**src/rtl/led_pattern_ctrl.sv**
```systemverilog
`default_nettype none
// ============================================================================
//  Module   : led_pattern_ctrl
//  Purpose  : Switch-to-LED pattern engine with blink prescaler and four modes
//             (pass-through, masked blink, chase, trigger-pattern blink).
//  Revision : 1.0  initial release
// ============================================================================
module led_pattern_ctrl #(
    parameter int unsigned      WIDTH    = 4,
    parameter int unsigned      DIV_N    = 13500000,
    parameter int unsigned      CNT_W    = 26,
    parameter logic [WIDTH-1:0] TRIG_PAT = WIDTH'(4'b0110)
) (
    input  logic             clk,
    input  logic             rst,
    input  logic [WIDTH-1:0] sw,
    input  logic [1:0]       mode,
    input  logic             dir,
    output logic [WIDTH-1:0] led,
    output logic             tick,
    output logic             phase
);

    localparam int unsigned        c_POS_W    = $clog2(WIDTH);
    localparam logic [CNT_W-1:0]   c_CNT_LAST = CNT_W'(DIV_N - 1);
    localparam logic [c_POS_W-1:0] c_POS_LAST = c_POS_W'(WIDTH - 1);
    localparam logic [WIDTH-1:0]   c_ONE      = {{(WIDTH-1){1'b0}}, 1'b1};

    localparam logic [1:0] c_MODE_PASS  = 2'd0;
    localparam logic [1:0] c_MODE_BLINK = 2'd1;
    localparam logic [1:0] c_MODE_CHASE = 2'd2;

    logic [CNT_W-1:0]   cnt_q,   cnt_d;
    logic               tick_q,  tick_d;
    logic               phase_q, phase_d;
    logic [c_POS_W-1:0] pos_q,   pos_d;
    logic [1:0]         mode_q,  mode_d;
    logic [WIDTH-1:0]   led_q,   led_d;

    logic               w_mode_chg;
    logic               w_wrap;
    logic               w_phase_src;
    logic [c_POS_W-1:0] w_pos_src;
    logic [WIDTH-1:0]   w_onehot;

    always_ff @(posedge clk) begin
        if (rst) begin
            cnt_q   <= '0;
            tick_q  <= 1'b0;
            phase_q <= 1'b0;
            pos_q   <= '0;
            mode_q  <= c_MODE_PASS;
            led_q   <= '0;
        end else begin
            cnt_q   <= cnt_d;
            tick_q  <= tick_d;
            phase_q <= phase_d;
            pos_q   <= pos_d;
            mode_q  <= mode_d;
            led_q   <= led_d;
        end
    end

    always_comb begin
        w_mode_chg = (mode != mode_q);
        w_wrap     = (cnt_q == c_CNT_LAST);

        cnt_d   = cnt_q + CNT_W'(1);
        tick_d  = 1'b0;
        phase_d = phase_q;
        pos_d   = pos_q;
        mode_d  = mode;

        if (w_wrap) begin
            cnt_d   = '0;
            tick_d  = 1'b1;
            phase_d = ~phase_q;
            if (dir) begin
                pos_d = (pos_q == '0) ? c_POS_LAST : pos_q - c_POS_W'(1);
            end else begin
                pos_d = (pos_q == c_POS_LAST) ? '0 : pos_q + c_POS_W'(1);
            end
        end

        // A mode change restarts the pattern and suppresses a coincident tick
        if (w_mode_chg) begin
            cnt_d   = '0;
            tick_d  = 1'b0;
            phase_d = 1'b0;
            pos_d   = '0;
        end

        // The LED value for a new mode is built from the cleared state
        w_phase_src = w_mode_chg ? 1'b0 : phase_q;
        w_pos_src   = w_mode_chg ? '0   : pos_q;
        w_onehot    = c_ONE << w_pos_src;

        led_d = sw;
        case (mode)
            c_MODE_PASS:  led_d = sw;
            c_MODE_BLINK: led_d = w_phase_src ? sw : '0;
            c_MODE_CHASE: led_d = (sw != '0) ? (w_onehot & sw) : w_onehot;
            default: begin
                if (sw == TRIG_PAT) begin
                    led_d            = '1;
                    led_d[0]         = w_phase_src;
                    led_d[WIDTH-1]   = w_phase_src;
                end else begin
                    led_d = sw;
                end
            end
        endcase
    end

    assign led   = led_q;
    assign tick  = tick_q;
    assign phase = phase_q;

endmodule
`default_nettype wire

```
**config.mk**
```make
export PLATFORM = sky130hd
export DESIGN_NAME = led_pattern_ctrl
export DESIGN_NICKNAME = d
export VERILOG_FILES = /design/src/rtl/led_pattern_ctrl.sv
export SDC_FILE = /design/constraint.sdc
export NUM_CORES = 1
export LEC_CHECK = 0
export CORE_ASPECT_RATIO = 1.75
export CORE_MARGIN = 4
export CORE_UTILIZATION = 63
export CTS_BUF_LIST = sky130_fd_sc_hd__clkbuf_8
export DETAILED_ROUTE_END_ITERATION = 7
export GPL_ROUTABILITY_DRIVEN = 0
export PLACE_DENSITY = 0.86
export RECOVER_POWER = 100
export SETUP_SLACK_MARGIN = 0.1
export SKIP_LAST_GASP = 1
export SLEW_MARGIN = 20
export SYNTH_ARGS = -nofsm -noshare
export SYNTH_HDL_FRONTEND = slang
export SYNTH_SLANG_ARGS = --single-unit
```
**constraint.sdc**
```tcl
create_clock -name clk -period 6.64 [get_ports clk]
set_input_delay 1.328 -clock clk [delete_from_list [all_inputs] [get_ports clk]]
set_output_delay 1.328 -clock clk [all_outputs]
set_load 0.02 [all_outputs]
```
## Word-level counts from Yosys, hierarchy flattened

Index checks and enable logic that the tools add are counted.

- Register bits after elaboration: 36
- Bits of input ports: 9
- Output and inout port bits: 6
- Logic and storage cells: 33

- $add $sub $neg: 3
- Equality and inequality tests: 6
- Shift-type cells: 1
- Muxes and demuxes: 10
- Bitwise operators: 2
- Reductions and logical operators: 5

Operators with widths:

| cell | count |
|---|---|
| 26-bit by 1-bit adder with 26-bit output (second input constant) | 1 |
| 26-bit by 24-bit == test with 1-bit output (second input constant) | 1 |
| 4-bit 2-to-1 mux | 3 |
| 4-bit case mux with 3 select lines | 1 |
| 2-bit 2-to-1 mux | 4 |
| 4-bit bitwise AND | 1 |
| 2-bit == test (second input constant) | 2 |
| 4-bit by 3-bit == test with 1-bit output (second input constant) | 1 |
| 2-bit zero test | 2 |
| 4-bit nonzero test | 1 |
| 1-bit by 2-bit left shift with 4-bit output (first input constant) | 1 |
| 3-bit OR reduction | 1 |
| 2-bit by 1-bit adder with 2-bit output (second input constant) | 1 |
| 2-bit by 1-bit == test with 1-bit output (second input constant) | 1 |
| 1-bit 2-to-1 mux | 2 |
| 2-bit != test | 1 |
| 2-bit OR reduction | 1 |
| 2-bit by 1-bit subtractor with 2-bit output (second input constant) | 1 |
| 1-bit NOT | 1 |

## Logic depth before layout (Yosys ltp)

Gate-level depths: netlist of the first run.

- Depth after elaboration: 6
- Mapped depth: 7
- Mapped depth without buffers: 5

## Worst setup path before layout of the first run

Ideal clock, no wire load.

- Path type: input port to flip-flop
- Start point: input mode[1]
- End point: register cnt_q[20]
- Library setup time: 70 ps
- Arrival time: 2671 ps
- Data required time: 6570 ps
- Setup slack: 3899 ps
- Stages on the path: 7
- Buffers on the path: 3
- Path through: clkbuf_1 xor2_1 or3_1 clkbuf_1 o21bai_2 buf_2 a21oi_1

- Word-level cells in the longest chain between the ends: 2

Ends and longest elaborated chain:

| element | line | RTL |
|---|---|---|
| from (decl) | 17 | `input logic [1:0] mode,` |
| 2-bit != test | 65 | `w_mode_chg = (mode != mode_q);` |
| 3-bit OR reduction (no source line) | n/a |  |
| to (signal assigned) | 55 | `cnt_q <= cnt_d;` |
| to (decl) | 33 | `logic [CNT_W-1:0] cnt_q, cnt_d;` |

No other way between the ends.
A chain may end at the register's enable or synchronous reset.

## Final worst setup path of the first run

- Start point: input mode[1]
- End point: register cnt_q[17]

Same word-level chain as after synthesis.

==> results of run 1 <==
-- cells by family after synthesis --
family,share of synthesized area (%)
compound gates,13.0
xor+xnor,8.74
fa+ha+maj,0.734
buf+inv,2.86
flops,42.3
simple gates,32.4
-- final timing paths --
path	startpoint	endpoint	slack (ns)
worst max-delay path	mode[1]	cnt_q[17]	3.13
worst min-delay path	cnt_q[0]	cnt_q[0]	0.49
worst max register to register	cnt_q[7]	cnt_q[6]	3.38
worst min register to register	cnt_q[0]	cnt_q[0]	0.49
-- per-stage QoR --
stage	util [%]	power (mW)	setup slack, ns	instance area (um^2)	std cells
4_1_cts	75.8	0.399	3.51	1930	244
3_3_place_gp	72.4	0.248	3.36	1850	236
3_5_place_dp	72.4	0.249	3.21	1850	236
6_report	75.6	0.397	3.13	1930	244
5_1_grt	75.6	0.413	2.94	1930	244
2_1_floorplan	-	0.238	3.90	1700	203
-- power by group through the flow --
stage	clock, mW	sequential, mW	combinational [mW]
after floorplan	0	0.226	0.0117
after global placement	0	0.225	0.0235
after detailed placement	0	0.225	0.0246
after CTS	0.155	0.220	0.0248
after global routing	0.166	0.220	0.0261
final	0.153	0.220	0.0242
-- state kept, by name, summed over array words and instances, names as in the netlist --
register and count:
mode_q 2, cnt_q 26, tick 1, led 4, pos_q 2, phase 1
-- area by class of cell --
cell class	count	share of cell area, %
repair buffers	14	7.26
inverters	5	0.972
flip-flops and latches	36	37.3
clock inverters	3	0.972
multi-input cells	155	48.2
well taps	26	1.69
clock buffers	5	3.56
-- synth_stat cells, types with 2 or more instances --
| cell type | number | share of area [%] |
|---|---|---|
| sky130_fd_sc_hd__dfxtp_1 | 36 | 42 |
| sky130_fd_sc_hd__or4b_2 | 2 | 1.2 |
| sky130_fd_sc_hd__xnor2_1 | 11 | 5.7 |
| sky130_fd_sc_hd__nand3_1 | 13 | 3.8 |
| sky130_fd_sc_hd__nor4_1 | 6 | 2.2 |
| sky130_fd_sc_hd__nor2_1 | 23 | 5.1 |
| sky130_fd_sc_hd__o31ai_1 | 5 | 2.2 |
| sky130_fd_sc_hd__o21ai_0 | 7 | 2.1 |
| sky130_fd_sc_hd__nand2_1 | 14 | 3.1 |
| sky130_fd_sc_hd__or3_1 | 6 | 2.2 |
| sky130_fd_sc_hd__nand2b_1 | 2 | 0.73 |
| sky130_fd_sc_hd__xor2_1 | 6 | 3.1 |
| sky130_fd_sc_hd__nand4_1 | 5 | 1.8 |
| sky130_fd_sc_hd__nor3_1 | 11 | 3.2 |
| sky130_fd_sc_hd__buf_2 | 3 | 0.88 |
| sky130_fd_sc_hd__a21oi_1 | 15 | 4.4 |
| sky130_fd_sc_hd__or3_2 | 2 | 0.88 |
| sky130_fd_sc_hd__clkbuf_1 | 4 | 0.88 |
| sky130_fd_sc_hd__and4_1 | 3 | 1.5 |
| sky130_fd_sc_hd__inv_1 | 5 | 1.1 |
| sky130_fd_sc_hd__or4_1 | 8 | 3.5 |
-- per-layer routing --
| layer | vias up | part of all wire [%] |
|---|---|---|
| li1 | 773 | - |
| met1 | 788 | 37 |
| met2 | 46 | 56 |
| met3 | 13 | 3.4 |
| met4 | 0 | 3.0 |
| met5 | - | 0 |
-- placed cells by master, fill, tap and decap left out, drive strengths merged, types with 2 or more instances in the layout --
| cell | Yosys | layout |
|---|---|---|
| xor2 | 6 | 6 |
| nand2b | 2 | 2 |
| or3 | 8 | 8 |
| o21bai | 2 | 2 |
| nor4 | 6 | 6 |
| and4 | 3 | 3 |
| nor3 | 11 | 11 |
| dfxtp | 36 | 36 |
| or4 | 8 | 8 |
| nor2 | 23 | 23 |
| dlygate4sd3 | 0 | 8 |
| inv | 5 | 5 |
| o31ai | 5 | 5 |
| a21oi | 15 | 15 |
| o21ai | 7 | 7 |
| nand3 | 13 | 13 |
| xnor2 | 11 | 11 |
| nand4 | 6 | 6 |
| clkdlybuf4s50 | 0 | 6 |
| or4b | 3 | 3 |
| nand2 | 14 | 14 |
| clkbuf | 4 | 5 |
| clkinv | 0 | 3 |
==> flow_results.org, run 1 <==
** Synthesis
- Flip-flop and latch count after synthesis :: 36
- The number of different library cells used by synthesis comes to 37.
- Summing the sequential cell areas from Yosys gives 42.3% of the chip area.
- For this run, the number of Yosys warnings is 0.
- Synthesis produced a netlist with a net count of 213.
- Dominant synthesized flop cell :: sky130_fd_sc_hd__dfxtp_1
- A synthesized cell averages 8.39 um^2.
- Post-Syn Area :: 1700 um^2
- In the synthesized netlist, the number of instances is 203.
- Counting flops with an async set or reset pin after synthesis yields a share of 0%.
- The synthesized design contains 0 enable-type register cells.

** Global route
- Global routing used 43.5% of the available met2 tracks.
- Pin count of the biggest net entering global routing :: 26
- Overflow left after global routing :: 0
- Met1 Track Usage GR :: 26.6%
- Global route hottest layer :: met2
- Initial antenna violation count :: 0
- For this run, global-route usage on met3 was measured as 5.85%.
- Global routing consumed, over all layers together, 25.6% of the routing resources.
- The number of global-route vias before repair was 1549.
- Global-route wire length before repair :: 6.86 mm

** Route
- The routed layout has 1620 vias.
- DRC viols :: 0
- The count of nets left with antenna violations once routing finished came out at 0.
- Number of DRC violations after detailed-routing iteration 0 :: 58
- After detailed routing, the average wire length per cell comes to 16.8 um.
- Number of iterations in the first detailed-routing pass :: 5
- Dividing the detail-routed via count by the number of cells gives 6.64.
- For this block, the routed nets add up to 4.10 mm of wire.

** Timing
- Number of pins with negative max-slew slack in the final report :: 26
- Setup repair after global routing left no endpoint under its margin.
- After layout, the worst path uses 52.9% of the clock period.
- Endpoints failing hold :: 0
- Final min period :: 3.51 ns
- For this run, the top clock speed supported by timing is 285 MHz.
- For the final routed database, the setup TNS stands at 0 ns.
- Worst hold slack :: 0.486 ns
- On the final layout, the worst clock skew is 0.00813 ns.
- Slew at the pin with the worst max-slew slack :: 1.75 ns
- Endpoints failing setup :: 0
- Headroom to the max-slew limit came out at -16.8%.

** Status
- The flow ran to the end, but the final reports show violations.
- The final reports fail on capacitance limit, slew limit.

** Clock tree
- Root buf cell :: sky130_fd_sc_hd__clkbuf_8
- TritonCTS created 5 clock buffers.
- Clock-pin slew was measured on the worst setup and hold paths at 0.08 ns.
- Setup repair bufs after CTS :: 0
- Number of gates resized after cts :: 0
- Hold repair after CTS inserted 0 buffers.
- The clock drives 36 sinks.
- Number of H-tree levels :: 2
- TritonCTS built the clock tree.
- For the worst-skew pair, the clock arrives at the later sink with an insertion delay of 0.30 ns.
- Number of buffers between clock root and the deepest sink :: 2

** Setup path
- Instance count on the critical path :: 5
- Worst reg-to-reg path cell count :: 4
- STA classifies the critical path endpoint as a flop.
- Type of the setup path with the least slack :: input port to flop
- Worst endpoint data arrival time :: 3.71 ns
- Cell-by-cell listing of the critical path :: dlygate4sd3_1, xor2_1, or3_1, o21bai_1, a21oi_1
- The number of buffers and inverters on the critical path is 1.
- Critical Path Fanout Max :: 25
- For the worst setup path, the data required time is 6.84 ns.
- Critical path's slowest cell :: sky130_fd_sc_hd__dlygate4sd3_1
- On the worst path, the slowest cell contributes a delay of 0.77 ns.
- CP top delay family :: compound AO/OA/AOI/OAI gates
- The worst setup path is launched from an input port.

** Min path
- The tightest min-delay check is of the flop to flop type.
- Along the worst hold path, the cell count comes to 1.

** Finish
- Final layout net count :: 227
- Count of antenna diodes in the layout :: 0
- The multi-input combinational cells in the finished layout cover a total of 931 um^2.
- Fill cells in the final layout number 193.
- The area growth from synthesis to layout is 13.3%.
- Summing all flip-flop and latch instances after layout gives 721 um^2.
- In the final layout, the share of cells above drive strength 1 is 5.96%.

** Place
- The wire-length estimate of the detail-placed layout is 2.76 mm.
- Count of input and output buffers :: 14

** Floorplanning
- The initial utilization of the core area, before any placement, comes to 66.8%.
- The die covers 3630 um^2.
- # IOs :: 15
- The die is 76.8 um tall.
- Num rows :: 24
- Placeable core region :: 2550 um^2
- X dimension of the die :: 47.3 um

** Power and ir drop
- Sw Share :: 24.3%
- Power per standard cell area :: 206 nW/um^2
- Peak supply drop :: 236 uV
- Reported net switching power :: 96.3 uW
- Internal power :: 301 uW
- In this run, flip-flops and latches consume 55.4% of the power.
- In this run the static leakage power is 0.581 nW.
- Logic pwr share :: 6.1%
- Share of total power in the clock network :: 38.5%

** Job
- Number of maximum-capacitance violations :: 1
No activity file was read; power rests on OpenSTA's default activity.
==> run 2: changes to the inputs <==
--- a/config.mk
+++ b/config.mk
@@ -7,11 +7,11 @@
 export LEC_CHECK = 0
 export CORE_ASPECT_RATIO = 1.75
 export CORE_MARGIN = 4
-export CORE_UTILIZATION = 63
+export CORE_UTILIZATION = 59
 export CTS_BUF_LIST = sky130_fd_sc_hd__clkbuf_8
 export DETAILED_ROUTE_END_ITERATION = 7
 export GPL_ROUTABILITY_DRIVEN = 0
-export PLACE_DENSITY = 0.86
+export PLACE_DENSITY = 0.81
 export RECOVER_POWER = 100
 export SETUP_SLACK_MARGIN = 0.1
 export SKIP_LAST_GASP = 1
==> constraint.sdc (replaced) <==
create_clock -name clk -period 3.3 [get_ports clk]
set_input_delay 0.66 -clock clk [delete_from_list [all_inputs] [get_ports clk]]
set_output_delay 0.66 -clock clk [all_outputs]
set_load 0.02 [all_outputs]
==> run 2 against run 1 <==
The flow now finishes without violations. Flip-flop and latch count did not move. Clock power increased by 120%. Sequential power rose by 100%. Non-clock buffer count stayed put. Power is 110% higher. Final cell count unchanged. Utilization down 5.0 points. First-iteration DRC count up 14%. Critical endpoint is now cnt_q[6]. Highest routed layer unchanged.
==> flow_results.org, run 2 (same netlist as run 1, synthesis figures left out) <==
** Finish
- Final Util :: 70.6% (was 75.6%)
- The fraction of layout cells with a size suffix above 1 came to 5.99% (was 5.96%).
- The most common cell after layout, fill and taps aside is sky130_fd_sc_hd__dfxtp_1 (unchanged).
- The number of fill cells in the layout came to 228 (was 193).
- Largest register FFs :: 26 (unchanged)
- Largest register by flop count :: cnt_q (unchanged)
- Synth-to-Final Area Change :: 14.1% (was 13.3%)
- The area of all sequential standard cells came to 721 um^2 (unchanged).
- The number of nets in the layout was 227 (unchanged).
- Leading cell types in the layout, fill and taps excluded :: sky130_fd_sc_hd__dfxtp_1, sky130_fd_sc_hd__nor2_1, sky130_fd_sc_hd__a21oi_1 (unchanged)
- Area taken by multi-input logic gates :: 935 um^2 (was 931 um^2)
- The count of inserted antenna diode cells came to 0 (unchanged).
- The number of cells in the finished layout apart from fillers is 244 (unchanged).

** Clock tree
- The count of buffers added by post-CTS timing repair for setup is 0 (unchanged).
- Number of H-tree levels :: 2 (unchanged)
- Insertion delay of the later-clocked pin in the worst-skew pair :: 0.29 ns (was 0.30 ns)
- The count of clock tree sinks came to 36 (unchanged).
- The cell at the root of the clock tree is sky130_fd_sc_hd__clkbuf_8 (unchanged).
- The maximum number of buffers from clock root to sink came to 2 (unchanged).
- Hold-fix buffers, CTS :: 0 (unchanged)
- The post-CTS resize count is 0 (unchanged).
- The CTS tree is yes (unchanged).
- Clock slew seen by the registers of the worst setup and hold paths :: 0.07 ns (was 0.08 ns)
- The number of clock buffers inserted by TritonCTS is 5 (unchanged).

** Setup path
- The cell family with the largest share of critical-path delay is simple AND/OR/NAND/NOR gates (was compound AO/OA/AOI/OAI gates).
- The maximum net fanout on the critical path came to 25 (unchanged).
- The end point of the critical path is cnt_q[6] (was cnt_q[17]).
- The startpoint-to-endpoint class of the critical path is flop to flop (was input port to flop).
- Worst reg-to-reg setup slack :: 0.61 ns (was 3.38 ns)
- The number of cells on the worst reg-to-reg path was 4 (unchanged).
- The origin of the critical flop-to-flop path is cnt_q[7] (unchanged).
- Cell-by-cell listing of the critical path :: or4b_1, or4_1, o21bai_2, nor2_1 (was dlygate4sd3_1, xor2_1, or3_1, o21bai_1, a21oi_1)
- The total number of cells along the worst setup path came to 4 (was 5).
- Crit start category :: flop (was input port)
- The slowest library cell on the worst path is sky130_fd_sc_hd__o21bai_2 (was sky130_fd_sc_hd__dlygate4sd3_1).
- Highest cell delay on the worst timing path :: 0.81 ns (was 0.77 ns)
- Combined buffer and inverter count along the critical path :: 0 (was 1)
- Req. time, crit path :: 3.43 ns (was 6.84 ns)
- The endpoint type of the worst setup path is a flop (unchanged).
- The start point of the critical path was cnt_q[7] (was mode[1]).
- The data arrival at the endpoint of the critical path was 2.82 ns (was 3.71 ns).
- The terminus of the critical flop-to-flop path is cnt_q[6] (unchanged).

** Floorplanning
- The overall die height is 79.1 um (was 76.8 um).
- The die width is 48.6 um (was 47.3 um).
- The cell row count came to 25 (was 24).
- Starting density of the core :: 61.9% (was 66.8%)
- Placeable core region :: 2750 um^2 (was 2550 um^2)
- # IOs :: 15 (unchanged)
- Die area :: 3850 um^2 (was 3630 um^2)

** Min path
- The worst min-delay path class is flop to flop (unchanged).

** Place
- The total instance count after detailed placement was 237 (was 236).
- The number of buffers inserted by port buffering came to 14 (unchanged).
- Dpl hpwl :: 2.98 mm (was 2.76 mm)

** Timing
- The worst-case clock skew was 0.00670 ns (was 0.00813 ns).
- The relative slew slack came to 34.6% (was -16.8%).
- The final critical path takes up 81.5% of the cycle.
- The sum of negative setup slack came to 0 ns (unchanged).
- F_max :: 372 MHz
- The worst hold margin came to 0.477 ns (was 0.486 ns).
- Final min period :: 2.69 ns
- Unrepaired setup endpoints after global routing: false (unchanged).
- Endpoints failing hold :: 0 (unchanged)
- Slew at the pin with the worst max-slew slack :: 0.981 ns (was 1.75 ns)
- The setup violation total in the final timing report came to 0 (unchanged).
- The total count of max-transition violations in the final report came to 0 (was 26).

** Route
- Average wire length per cell after detail routing :: 17.1 um (was 16.8 um)
- Number of iterations in the first detailed-routing pass :: 4 (was 5)
- The total routed wirelength came to 4.18 mm (was 4.10 mm).
- The remaining routing DRC violations is 0 (unchanged).
- Number of DRC violations after detailed-routing iteration 0 :: 66 (was 58)
- The number of vias after detailed routing came to 1622 (was 1620).
- The vias per cell was 6.65 (was 6.64).
- The post-detailed-route count of antenna-violating nets came to 0 (unchanged).

** Global route
- Overall Global Routing Usage :: 23.5% (was 25.6%)
- The initial antenna violation count came to 0 (unchanged).
- Overflow left after global routing :: 0 (unchanged)
- Pin count of the biggest net entering global routing :: 26 (unchanged)
- The number of global-route vias before repair is 1663 (was 1549).
- Global-route wire length before repair :: 7.13 mm (was 6.86 mm)

** Power and ir drop
- The switching power as a share of total power is 22.3% (was 24.3%).
- Peak supply drop :: 329 uV (was 236 uV)
- Sequential cell fraction of total power :: 53.3% (was 55.4%)
- Reported net switching power :: 185 uW (was 96.3 uW)
- Power per standard cell area :: 427 nW/um^2 (was 206 nW/um^2)
- The combinational share of power was 5.9% (was 6.1%).
- LEAKAGE :: 0.585 nW (was 0.581 nW)
- Share of total power in the clock network :: 40.8% (was 38.5%)
- Overall power after layout :: 830 uW (was 397 uW)
- The internal cell power was 644 uW (was 301 uW).

** Job
- Number of maximum-capacitance violations :: 0 (was 1)

** Status
- Run status: finished clean (was finished with violations).
## run 2: final cells by class
type                            instances  share of cell area [%]
Multi-Input combinational cell        155                    48.1
Sequential cell                        36                    37.1
Timing Repair Buffer                   14                    7.21
Clock buffer                            7                    4.95
Tap cell                               27                    1.74
Inverter                                5                   0.965
## run 2: worst min path at each step
stage,from,end,depth (start not counted)
final,cnt_q[0],cnt_q[0],1
after floorplan,cnt_q[0],cnt_q[0],1
after global routing,cnt_q[25],cnt_q[25],2
after CTS,cnt_q[0],cnt_q[0],1
after detailed placement,cnt_q[0],cnt_q[0],1
after global placement,cnt_q[0],cnt_q[0],1
## run 2: through the flow
| step | instance area [um^2] | setup slack [ns] |
|---|---|---|
| global placement | 1850 | 0.688 |
| floorplan | 1700 | 1.17 |
| detailed placement | 1850 | 0.598 |
| finish | 1940 | 0.609 |
| CTS | 1940 | 0.611 |
| global route | 1940 | 0.393 |
## run 2: power by group through the flow
stage	clock (mW)	sequential [mW]	combinational, mW
CTS	0.344	0.442	0.0501
floorplan	0	0.455	0.0236
detailed placement	0	0.452	0.0498
global route	0.360	0.443	0.0534
global placement	0	0.452	0.0480
finish	0.339	0.442	0.0487
## run 2: per-layer routing
| metal | global-route usage [%] | share of wire [%] | up-vias |
|---|---|---|---|
| li1 | - | - | 768 |
| met1 | 21.4 | 35 | 782 |
| met2 | 42.8 | 55 | 51 |
| met3 | 6.19 | 4.3 | 21 |
| met4 | 17.8 | 5.8 | 0 |
| met5 | 0 | 0 | - |
